[config.mk]
export PLATFORM = sky130hd
export DESIGN_NAME = up_fetch
export DESIGN_NICKNAME = d
export VERILOG_FILES = /design/src/rtl/up_fetch.sv
export SDC_FILE = /design/constraint.sdc
export NUM_CORES = 1
export LEC_CHECK = 0
export BUFFER_PORTS_ARGS = -buffer_cell sky130_fd_sc_hd__buf_2
export CAP_MARGIN = 15
export CORE_MARGIN = 1
export CORE_UTILIZATION = 60
export CTS_BUF_LIST = sky130_fd_sc_hd__clkbuf_4
export CTS_CLUSTER_SIZE = 40
export DETAILED_ROUTE_END_ITERATION = 10
export PLACE_DENSITY_LB_ADDON = 0.12
export RECOVER_POWER = 25
export SYNTH_ARGS = -nofsm -noshare
export SYNTH_HDL_FRONTEND = slang
export SYNTH_SLANG_ARGS = --single-unit
export TNS_END_PERCENT = 50
[constraint.sdc]
create_clock -name clk -period 6.6 [get_ports clk]
set_clock_uncertainty 0.05 [all_clocks]
set_input_delay 1.32 -clock clk [delete_from_list [all_inputs] [get_ports clk]]
set_output_delay 1.32 -clock clk [all_outputs]
set_load 0.01 [all_outputs]
[src/rtl/up_fetch.sv]
`default_nettype none
// ============================================================================
// Module   : up_fetch
// Brief    : Program counter, program-memory fetch over req/ack and a 2-entry
//            prefetch FIFO feeding up_controller, with redirect/flush.
// Revision : 1.0  initial release
// ============================================================================
module up_fetch #(
    parameter int              AW       = 8,
    parameter int              DW       = 16,
    parameter logic [AW-1:0]   RESET_PC = '0
) (
    input  logic          clk,
    input  logic          nRst,
    output logic          mem_req,
    output logic [AW-1:0] mem_addr,
    input  logic          mem_ack,
    input  logic [DW-1:0] mem_data,
    output logic          instr_valid,
    output logic [DW-1:0] instr,
    output logic [AW-1:0] instr_pc,
    input  logic          instr_ready,
    input  logic          redirect,
    input  logic [AW-1:0] redirect_pc
);

    typedef enum logic [1:0] {
        S_IDLE = 2'd0,
        S_REQ  = 2'd1,
        S_DROP = 2'd2
    } state_t;

    state_t        r_state;
    logic [AW-1:0] r_pc;
    logic          r_mem_req;
    logic [AW-1:0] r_mem_addr;
    logic [1:0]    r_count;
    logic [AW-1:0] r_head_pc;
    logic [DW-1:0] r_head_word;
    logic [AW-1:0] r_tail_pc;
    logic [DW-1:0] r_tail_word;

    logic          w_pop;
    logic          w_ack;
    logic          w_push;
    logic [1:0]    w_count_next;
    logic          w_space;
    logic          w_issue;
    logic [AW-1:0] w_issue_addr;

    always_comb begin
        w_pop        = (r_count != 2'd0) && instr_ready;
        w_ack        = r_mem_req && mem_ack;
        w_push       = (r_state == S_REQ) && w_ack && !redirect;
        w_count_next = r_count + {1'b0, w_push} - {1'b0, w_pop};
        w_space      = (w_count_next < 2'd2);

        // A redirect restarts immediately unless a request is still waiting
        // for its ack; that one must complete (and be discarded) first.
        w_issue      = 1'b0;
        w_issue_addr = r_pc;
        if (redirect) begin
            w_issue_addr = redirect_pc;
            w_issue      = !(r_mem_req && !mem_ack);
        end else begin
            case (r_state)
                S_IDLE:  w_issue = w_space;
                S_REQ:   w_issue = w_ack && w_space;
                S_DROP:  w_issue = w_ack;
                default: w_issue = 1'b0;
            endcase
        end
    end

    always_ff @(posedge clk) begin
        if (nRst) begin
            r_state     <= S_IDLE;
            r_pc        <= RESET_PC;
            r_mem_req   <= 1'b0;
            r_mem_addr  <= '0;
            r_count     <= 2'd0;
            r_head_pc   <= '0;
            r_head_word <= '0;
            r_tail_pc   <= '0;
            r_tail_word <= '0;
        end else begin
            if (redirect) begin
                r_count <= 2'd0;
            end else begin
                r_count <= w_count_next;
                if (w_pop && (r_count == 2'd2)) begin
                    r_head_pc   <= r_tail_pc;
                    r_head_word <= r_tail_word;
                    if (w_push) begin
                        r_tail_pc   <= r_mem_addr;
                        r_tail_word <= mem_data;
                    end
                end else if (w_push && ((r_count == 2'd0) || w_pop)) begin
                    r_head_pc   <= r_mem_addr;
                    r_head_word <= mem_data;
                end else if (w_push) begin
                    r_tail_pc   <= r_mem_addr;
                    r_tail_word <= mem_data;
                end
            end

            if (w_issue) begin
                r_mem_req  <= 1'b1;
                r_mem_addr <= w_issue_addr;
                r_pc       <= w_issue_addr + AW'(1);
                r_state    <= S_REQ;
            end else if (redirect) begin
                r_pc    <= redirect_pc;
                r_state <= S_DROP;
            end else if (w_ack) begin
                r_mem_req <= 1'b0;
                r_state   <= S_IDLE;
            end
        end
    end

    assign mem_req     = r_mem_req;
    assign mem_addr    = r_mem_addr;
    assign instr_valid = (r_count != 2'd0);
    assign instr       = r_head_word;
    assign instr_pc    = r_head_pc;

endmodule
`default_nettype wire
==> results.md, run 1 <==
- Min-Delay Path Depth: 2
- Leak pwr: 1.26 nW
- Critical path data required time: 6.89 ns
- Fmax: approximately 270 MHz
- Worst reg2reg path depth: 4
- Total GRT Usage: 0.244
- Root Driver: clkbuf_4
- # IOs: 63
- Cts bufs inserted: 9
- First DRT Iteration DRCs: 137
- Ys Warns: 0
- Clock H-tree levels: 3
- Mapped Area: 2960 um^2
- Post-Synthesis Cells: 302
- CTS tree: built
- Yosys reg bits: 69
- Area contributors post-synth: dfxtp_1, mux2i_1, nor2_1
- Crit path max fanout: 43
- Final WL: between 6000 and 7000 um
- Clk Latency, worst-skew pair: 0.40 ns
- Slew Limit Fails: 0
- Reg-to-Reg End: instr[9]$_SDFFE_PP0P_
- CTS Buffer Depth: 2
- Netlist cell types: 42
- Peak supply drop: roughly 0.19 mV
- Grt ovf: 0
- Die W: 72.2 um
- Setup WS post-layout: 2.84 ns
- R2r startpoint: r_count[0]$_SDFF_PP0_
- TNS Setup: 0 ns
- Register Area: 1380 um^2
- Core area: around 4700 um^2
- Cell Rows: 25
- First-pass GRT wire length: about 10000 um
- Setup bufs post-CTS: 0
- Post-place setup slack: around 2.4 ns
- Vias in the first global route: 2,178
- DRC: 0
- Worst-margin pin slew: 1.17 ns
- Initial core utilization: 0.626
- # nets final: 386
- Max transition margin: 0.216
- Dpl hpwl: 3820 um
- Startpoint class of the critical path: primary input
- Clk slew on worst S/H paths: 0.11 ns
- Port-buffer cells: 62
- Post_cts resized: 0
- Max_cap viols: 0
- Avg WL per Cell: roughly 14 um
- Hold Crit Class: register to register
- Via/cell ratio: 5.58
- Syn nets: ~330
- RSZ-0062 raised after global routing: false
- Crit path arrival time: between 4 and 5 ns
- Detailed-router iteration count before antenna repair: 4
- Leading area contributor after synthesis: dfxtp_1
- Period minus WS final: 3.76 ns
- Area added between synthesis and finish: 14.7%
- Final period utilization: 0.570
- Diodes inserted: 0
- Pwr/cell area: 248 nW/um^2
- WS Path Type: primary input to register
- Avg Cell Area, Syn: 9.79 um^2
- Initial antenna violation count: 0
- Largest net degree at the start of global routing: just over 70
- Hold Path End: r_tail_word[1]$_SDFFE_PP0P_
- Post-synthesis sequential area ratio: 0.467
- Final setup fails: 0
- Layout cells sized above 1: 0.198
- Worst R2R Setup Slack: approximately 3.8 ns
- GP Congestion: 0.786
- Fill cell total of the finished layout: 378
- Share of the synthesized area in the top cell type: 0.467
- Multi-input gate area: ~1400 um^2
- Hold-fix buffers, CTS: 0
- Post-route ant nets: 0
- Die H: 72.2 um
- Outcome: completed
- Worst setup EP type: register
- Routed vias: 2,378
- Hold Startpoint: r_tail_word[1]$_SDFFE_PP0P_
- Total Die Area: 5210 um^2
- Final Hold Viols: 0
- Clock Sinks: 69
per-layer routing:
layer,vias up,GRT usage,share of wire
met2,58,0.396,0.47
met3,10,0.0444,0.036
li1,1198,-,-
met4,0,0.115,0.016
met5,-,0,0
met1,1112,0.315,0.48
report_power, final:
group | switching (mW) | internal [mW]
clock network | 0.149 | 0.157
registers | 0.0109 | 0.430
logic | 0.0538 | 0.0377
worst max path at each step:
stage / startpoint / to / cells past startpoint
4_1_cts: redirect / r_pc[6]$_SDFF_PP0_ / 11
6_report: redirect / r_pc[6]$_SDFF_PP0_ / 11
3_3_place_gp: redirect / r_pc[6]$_SDFF_PP0_ / 11
5_1_grt: redirect / r_pc[6]$_SDFF_PP0_ / 11
3_5_place_dp: redirect / r_pc[6]$_SDFF_PP0_ / 11
2_1_floorplan: redirect / r_pc[6]$_SDFF_PP0_ / 11
area by class of cell:
type / instances / share of cell area
Multi-Input combinational cell: 206 / 0.426
Sequential cell: 69 / 0.408
Timing Repair Buffer: 64 / 0.0890
Clock inverter: 6 / 0.0258
Tap cell: 67 / 0.0247
Clock buffer: 10 / 0.0221
Inverter: 4 / 0.00443
worst max-delay path: stages:
cell,delay [ns]
buf_2,0.65
nor2b_1,0.20
nand2_1,0.18
ha_1,0.24
inv_1,0.05
ha_1,0.14
xnor3_2,0.29
a22oi_2,0.29
nand2_4,0.23
a311oi_1,0.31
a41o_1,0.12
cells by family (layout without fill, tap and decap cells):
group,count (synthesis),after routing,share of synthesized area
flip-flops,69,69,0.467
buffers and inverters,27,84,0.0436
AND/OR/NAND/NOR,89,89,0.135
AO/OA/AOI/OAI,80,80,0.222
multiplexers,30,30,0.102
XOR/XNOR,4,4,0.0169
adder cells (fa/ha/maj),3,3,0.0127
through the flow:
stage / area, um^2 / power, mW / std cells / utilization / hold slack [ns]
3_3_place_gp: 3240 / 0.541 / 409 / 0.687 / 0.423
6_report: 3390 / 0.839 / 426 / 0.718 / 0.453
4_1_cts: 3410 / 0.845 / 425 / 0.721 / 0.459
2_1_floorplan: 2960 / 0.516 / 302 / - / 0.411
3_5_place_dp: 3240 / 0.542 / 409 / 0.687 / 0.433
5_1_grt: 3390 / 0.875 / 426 / 0.718 / 0.478
synth_stat cells:
| master | number |
|---|---|
| dfxtp_1 | 69 |
| nor2_1 | 60 |
| mux2i_1 | 29 |
| o22a_1 | 24 |
| o22ai_1 | 24 |
| clkbuf_1 | 13 |
| a21oi_1 | 8 |
| a211oi_2 | 7 |
| nand2_1 | 6 |
| nor3_1 | 5 |
| a211oi_1 | 4 |
| buf_2 | 4 |
| inv_1 | 4 |
| nor2b_1 | 4 |
| a21o_1 | 3 |
| ha_1 | 3 |
| nand3_1 | 3 |
| a21oi_2 | 2 |
| a32oi_1 | 2 |
| buf_1 | 2 |
| buf_4 | 2 |
| buf_6 | 2 |
| nand2b_1 | 2 |
| xor2_1 | 2 |
| a21oi_4 | 1 |
| a22oi_2 | 1 |
| a311oi_1 | 1 |
| a41o_1 | 1 |
| and2_1 | 1 |
| and2_4 | 1 |
| and3b_1 | 1 |
| mux2_2 | 1 |
| nand2_4 | 1 |
| nand3b_1 | 1 |
| nand4_1 | 1 |
| nor3_2 | 1 |
| nor3b_1 | 1 |
| o2111ai_4 | 1 |
| o211ai_1 | 1 |
| or2b_1 | 1 |
| xnor2_1 | 1 |
| xnor3_2 | 1 |
cell usage in the layout, fill, tap and decap left out, drive strengths merged, types with 6 or more instances in the layout:
cell type / netlist / layout
o22ai: 24 / 24
a21oi: 11 / 11
clkbuf: 13 / 35
nor2: 60 / 60
nor3: 6 / 6
mux2i: 29 / 29
a211oi: 11 / 11
buf: 10 / 39
nand2: 7 / 7
o22a: 24 / 24
dfxtp: 69 / 69
registers in the layout, summed over array words and instances, names as in the netlist:
signal	cells
r_count	2
r_tail_word	16
mem_req	1
r_tail_pc	8
instr	16
mem_addr	8
r_pc	8
r_state	2
instr_pc	8
(Power assumes the default switching activity.)
==> inputs of run 2 (changes only) <==
--- a/config.mk
+++ b/config.mk
@@ -8,7 +8,7 @@
 export BUFFER_PORTS_ARGS = -buffer_cell sky130_fd_sc_hd__buf_2
 export CAP_MARGIN = 15
 export CORE_MARGIN = 1
-export CORE_UTILIZATION = 60
+export CORE_UTILIZATION = 51
 export CTS_BUF_LIST = sky130_fd_sc_hd__clkbuf_4
 export CTS_CLUSTER_SIZE = 40
 export DETAILED_ROUTE_END_ITERATION = 10
==> constraint.sdc (replaced) <==
create_clock -name clk -period 3.3 [get_ports clk]
set_clock_uncertainty 0.05 [all_clocks]
set_input_delay 0.66 -clock clk [delete_from_list [all_inputs] [get_ports clk]]
set_output_delay 0.66 -clock clk [all_outputs]
set_load 0.01 [all_outputs]
==> run 2 against run 1 <==
Count of clock-buffer cells in the layout stayed put. Register-to-register slack got worse by 3.1 ns. Total power grew 100%. Core utilization fell by 9.9 points. Combinational power up 110%. Via count increased by 1.3%. Global-route usage is 1.5 points lower. Critical path depth down 1. First-iteration DRC count shrank 26%.
==> results.md, run 2 (synthesized netlist as in run 1, its figures left out) <==
- Outcome: completed
- Startpoint class of the critical path: register
- Vias in the first global route: 2,308 (+6.0%)
- Detailed-router iteration count before antenna repair: 6 (+2)
- Setup bufs post-CTS: 0 (unchanged)
- Fmax: 378 MHz
- First-pass GRT wire length: 10,800 um (+10%)
- Max_cap viols: 0 (unchanged)
- Buf/Inv on CP: 1 (-1)
- Layout cells sized above 1: 0.207 (+0.00884)
- CP Cell Sequence: and3b_1, nand2_1, ha_1, inv_1, ha_1, xnor3_2, a22oi_2, nand2_4, a311oi_1, a41o_1
- Root Driver: clkbuf_4
- Diodes inserted: 0 (unchanged)
- Pwr/cell area: 494 nW/um^2 (+99%)
- CP max stage cell: dfxtp_1
- DRC: 0 (unchanged)
- Final setup fails: 0 (unchanged)
- Final WL: 6400 um (+5.0%)
- Initial antenna violation count: 0 (unchanged)
- Avg WL per Cell: 14.7 um (+2.9%)
- Placement Cell Area: 3300 um^2 (+1.7%)
- Final instance area: 3430 um^2 (+1.1%)
- WS Path Type: register to register
- Critical Path Most Common Cell: ha_1
- Cts bufs inserted: 9 (unchanged)
- Most frequent cells in the layout: dfxtp_1, nor2_1, buf_2, mux2i_1, clkbuf_1
- Peak supply drop: 0.331 mV (+74%)
- Commonest non-fill, non-tap cell in the layout: dfxtp_1
- Die H: 78.1 um (+8.2%)
- Slew Limit Fails: 0 (unchanged)
- Max transition margin: 0.222 (+0.00549)
- Post_cts resized: 0 (unchanged)
- Dpl cells: 419 (+2.4%)
- Total Die Area: 6100 um^2 (+17%)
- Hold-fix buffers, CTS: 0 (unchanged)
- CTS tree: built
- Worst setup EP type: register
- Final Non-Filler Cells: 435 (+2.1%)
- Total GRT Usage: 0.229 (-0.0151)
- Period minus WS final: 2.64 ns
- # IOs: 63 (unchanged)
- Clk slew on worst S/H paths: 0.12 ns (about the same)
- Crit path arrival time: 2.95 ns (-1.10 ns)
- Leak pwr: 1.29 nW (+2.3%)
- Routed vias: 2,409 (+1.3%)
- Post-route ant nets: 0 (unchanged)
- Port-buffer cells: 62 (unchanged)
- Die W: 78.1 um (+8.2%)
- GP Congestion: 0.760 (-3.3%)
- RSZ-0062 raised after global routing: false
- Area added between synthesis and finish: 16.0%
- Clock H-tree levels: 3 (unchanged)
- Critical path data required time: 3.60 ns (-3.29 ns)
- Core area: 5540 um^2 (+17%)
- Max incr delay on CP: 0.46 ns (-0.19 ns)
- Initial core utilization: 0.533 (-0.0923)
- Crit path max fanout: 23 (-47%)
- Via/cell ratio: 5.54 (-0.79%)
- Clock Sinks: 69 (unchanged)
- # nets final: 390 (+1.0%)
- Hold Crit Class: primary input to register
- Tot Pwr: 1.69 mW (+100%)
- Grt ovf: 0 (unchanged)
- Top Family by Delay on Critical Path: compound AO/OA/AOI/OAI gates
- Final Hold Viols: 0 (unchanged)
- TNS Setup: 0 ns (unchanged)
- First DRT Iteration DRCs: 101 (-26%)
- CTS Buffer Depth: 2 (unchanged)
- Largest net degree at the start of global routing: 43 (-39%)
- Fill cell total of the finished layout: 534 (+41%)
- Cell Rows: 27 (+8.0%)
- Dpl hpwl: 4030 um (+5.4%)
- Worst-margin pin slew: 1.17 ns (-0.00470 ns)
- Final period utilization: 0.801
- Clk Latency, worst-skew pair: 0.41 ns (about the same)
[run 2: changes by cell type in the layout (fill, tap and decap cells not counted), sizes merged]
cell | previous run | this run
clkinvlp | 2 | 0
clkinv | 2 | 3
buf | 39 | 43
inv | 4 | 5
[run 2: power breakdown]
part	switching, mW	leakage (nW)	total, mW	internal, mW
sequential	0.0215	0.561	0.882	0.861
combinational	0.110	0.639	0.188	0.0780
clock	0.305	0.0884	0.622	0.316
total	0.437	1.29	1.69	1.26
[run 2: final timing paths]
kind	depth (start not counted)	from	slack [ns]	endpoint
hold reg to reg	2	r_tail_pc[4]$_SDFFE_PP0P_	0.46	r_tail_pc[4]$_SDFFE_PP0P_
setup reg to reg	10	mem_req$_SDFFE_PP0P_	0.66	r_pc[6]$_SDFF_PP0_
setup / recovery	10	mem_req$_SDFFE_PP0P_	0.66	r_pc[6]$_SDFF_PP0_
hold / removal	3	mem_data[0]	0.44	r_tail_word[0]$_SDFFE_PP0P_
[run 2: routing by layer]
metal,routed length [um],GRT usage
met2,2900,0.387
met4,102,0.0889
met3,313,0.0651
met1,3080,0.273
met5,0,0
[run 2: layout make-up]
type	instances	area [um^2]	area share
well taps	72	90.1	0.0263
inverters	4	15.0	0.00438
clock buffers	10	75.1	0.0219
flip-flops and latches	69	1380	0.403
repair buffers	68	334	0.0975
clock inverters	6	86.3	0.0252
multi-input cells	206	1450	0.422
[run 2: stage by stage]
step | utilization | setup WS [ns] | hold slack, ns
2_1_floorplan | - | 0.557 | 0.411
3_3_place_gp | 0.596 | 0.388 | 0.423
3_5_place_dp | 0.596 | 0.314 | 0.435
4_1_cts | 0.625 | 0.660 | 0.419
5_1_grt | 0.619 | 0.403 | 0.425
6_report | 0.619 | 0.655 | 0.435
[run 2: worst register-to-register path, stage by stage (launching register included)]
cell and delay, ns:
dfxtp_1 0.46, and3b_1 0.24, nand2_1 0.11, ha_1 0.29, inv_1 0.05, ha_1 0.14
xnor3_2 0.30, a22oi_2 0.29, nand2_4 0.24, a311oi_1 0.32, a41o_1 0.12
==> inputs of run 3 (changes only) <==
--- a/config.mk
+++ b/config.mk
@@ -8,7 +8,7 @@
 export BUFFER_PORTS_ARGS = -buffer_cell sky130_fd_sc_hd__buf_2
 export CAP_MARGIN = 15
 export CORE_MARGIN = 1
-export CORE_UTILIZATION = 51
+export CORE_UTILIZATION = 56
 export CTS_BUF_LIST = sky130_fd_sc_hd__clkbuf_4
 export CTS_CLUSTER_SIZE = 40
 export DETAILED_ROUTE_END_ITERATION = 10
==> constraint.sdc (replaced) <==
create_clock -name clk -period 2.5 [get_ports clk]
set_clock_uncertainty 0.05 [all_clocks]
set_input_delay 0.5 -clock clk [delete_from_list [all_inputs] [get_ports clk]]
set_output_delay 0.5 -clock clk [all_outputs]
set_load 0.01 [all_outputs]
==> run 3 against run 2 <==
Non-clock buffer count is 21 higher. Register-to-register slack got worse by 0.57 ns. Sequential power is 32% higher. Critical endpoint is now r_pc[3]$_SDFF_PP0_. Largest cell class unchanged.
==> results.md, run 3 (synthesized netlist as in run 1, its figures left out) <==
- Critical path data required time: 2.74 ns (-0.86 ns)
- GP Congestion: 0.819 (+7.8%)
- Dpl cells: 433 (+3.3%)
- Cts bufs inserted: 9 (unchanged)
- DRC: 0 (unchanged)
- Core area: 5110 um^2 (-7.8%)
- Total Die Area: 5570 um^2 (-8.7%)
- Initial antenna violation count: 0 (unchanged)
- Clk slew on worst S/H paths: 0.12 ns (about the same)
- # IOs: 63 (unchanged)
- Final Hold Viols: 0 (unchanged)
- WHS: 0.280 ns (-0.156 ns)
- Dpl hpwl: 4280 um (+6.2%)
- First DRT Iteration DRCs: 132 (+31%)
- Initial core utilization: 0.579 (+0.0452)
- Die W: 74.6 um (-4.5%)
- WS Path Type: register to register
- Fmax: 414 MHz (+9.5%)
- Area added between synthesis and finish: 23.4%
- Via/cell ratio: 5.54 (+0.11%)
- Leak pwr: 1.38 nW (+7.5%)
- Max transition margin: 0.604 (+0.383)
- Crit path max fanout: 5 (-78%)
- Final period utilization: 0.966 (+0.165)
- Period minus WS final: 2.42 ns (-0.230 ns)
- Avg WL per Cell: 14.5 um (-1.4%)
- Detailed-router iteration count before antenna repair: 4 (-2)
- CTS tree: built
- CTS Buffer Depth: 2 (unchanged)
- Clock H-tree levels: 3 (unchanged)
- Hold-fix buffers, CTS: 0 (unchanged)
- Outcome: completed
- Max_cap viols: 0 (unchanged)
- Root Driver: clkbuf_4
- Largest net degree at the start of global routing: 43 (unchanged)
- Hold Crit Class: primary input to register
- Cell Rows: 26 (-3.7%)
- Total GRT Usage: 0.249 (+0.0206)
- Peak supply drop: 0.422 mV (+27%)
- Crit path arrival time: 2.66 ns (-0.29 ns)
- Worst setup EP type: register
- Startpoint class of the critical path: register
- Clock Sinks: 69 (unchanged)
- Slew Limit Fails: 0 (unchanged)
- Most frequent cells in the layout: dfxtp_1, nor2_1, buf_2, mux2i_1, clkbuf_1
- Pwr/cell area: 606 nW/um^2 (+23%)
- Worst-margin pin slew: 0.593 ns (-0.574 ns)
- Final Non-Filler Cells: 454 (+4.4%)
- Diodes inserted: 0 (unchanged)
- Final WL: 6580 um (+2.9%)
- Commonest non-fill, non-tap cell in the layout: dfxtp_1
- Post-route ant nets: 0 (unchanged)
- # nets final: 411 (+5.4%)
- Final setup fails: 0 (unchanged)
- Vias in the first global route: 2,371 (+2.7%)
- Port-buffer cells: 62 (unchanged)
- Die H: 74.6 um (-4.5%)
- Layout cells sized above 1: 0.292 (+0.0851)
- Grt ovf: 0 (unchanged)
- Tot Pwr: 2.21 mW (+31%)
- First-pass GRT wire length: 10,500 um (-3.4%)
- Clk Latency, worst-skew pair: 0.41 ns (about the same)
- Routed vias: 2,517 (+4.5%)
run 3: changes by cell type in the layout (fill, tap and decap cells not counted), sizes merged:
cell,delta
buf,+21
clkinv,-2
clkinvlp,+2
bufinv,-1
inv,+1
run 3: worst paths after layout:
check	start	end	slack, ns	cells past startpoint
worst max-delay path	r_count[0]$_SDFF_PP0_	r_pc[3]$_SDFF_PP0_	0.08	12
worst min-delay path	mem_data[7]	r_tail_word[7]$_SDFFE_PP0P_	0.28	3
worst max register to register	r_count[0]$_SDFF_PP0_	r_pc[3]$_SDFF_PP0_	0.08	12
worst min register to register	mem_addr[0]$_SDFFE_PP0P_	mem_addr[0]$_SDFFE_PP0P_	0.46	2
run 3: cell type report:
cell class	count	area, um^2
sequential	69	1390
fill	436	1460
clock inverter	6	71.3
clock buffer	10	75.1
timing repair buffer	89	505
inverter	4	15.0
multi-input combinational	206	1510
tap	70	87.6
run 3: layer usage:
layer,global-route usage,wire (um),vias to the layer above
met2,0.435,3260,53
met3,0.0509,277,9
met4,0.128,68,0
li1,-,-,1255
met1,0.289,2980,1200
met5,0,0,-
run 3: repair_timing:
item | in CTS | in global routing
endpoints found under the hold margin | 0 | 0
pin swaps | 0 | 8
setup endpoints to repair | 1 | 15
resized for setup | 1 | 15
buffers inserted | 0 | 4
run 3: worst max-delay path: stages (launching register included):
cell and delay [ns]:
dfxtp_4 0.39, nor2_4 0.13, inv_2 0.04, and2_4 0.15, ha_4 0.25, inv_1 0.03
ha_2 0.16, xnor3_2 0.27, o2111ai_4 0.17, buf_6 0.16, a211oi_2 0.23, xor2_1 0.20
nor2_1 0.06
run 3: metrics by stage:
| stage | setup WS [ns] | utilization | TNS (ns) | cell area (um^2) |
|---|---|---|---|---|
| final | 0.0847 | 0.714 | 0 | 3650 |
| after global routing | -0.0170 | 0.714 | -0.0170 | 3650 |
| after CTS | 0.00156 | 0.701 | 0 | 3580 |
| after detailed placement | -0.132 | 0.671 | -0.797 | 3430 |
| after global placement | -0.0536 | 0.671 | -0.0906 | 3430 |
| after floorplan | 0.0106 | - | 0 | 2970 |
run 3: power breakdown:
part	switching [mW]	leakage, nW	total [mW]	internal [mW]
logic	0.162	0.749	0.298	0.136
clock network	0.426	0.0736	0.750	0.324
registers	0.0267	0.562	1.16	1.14
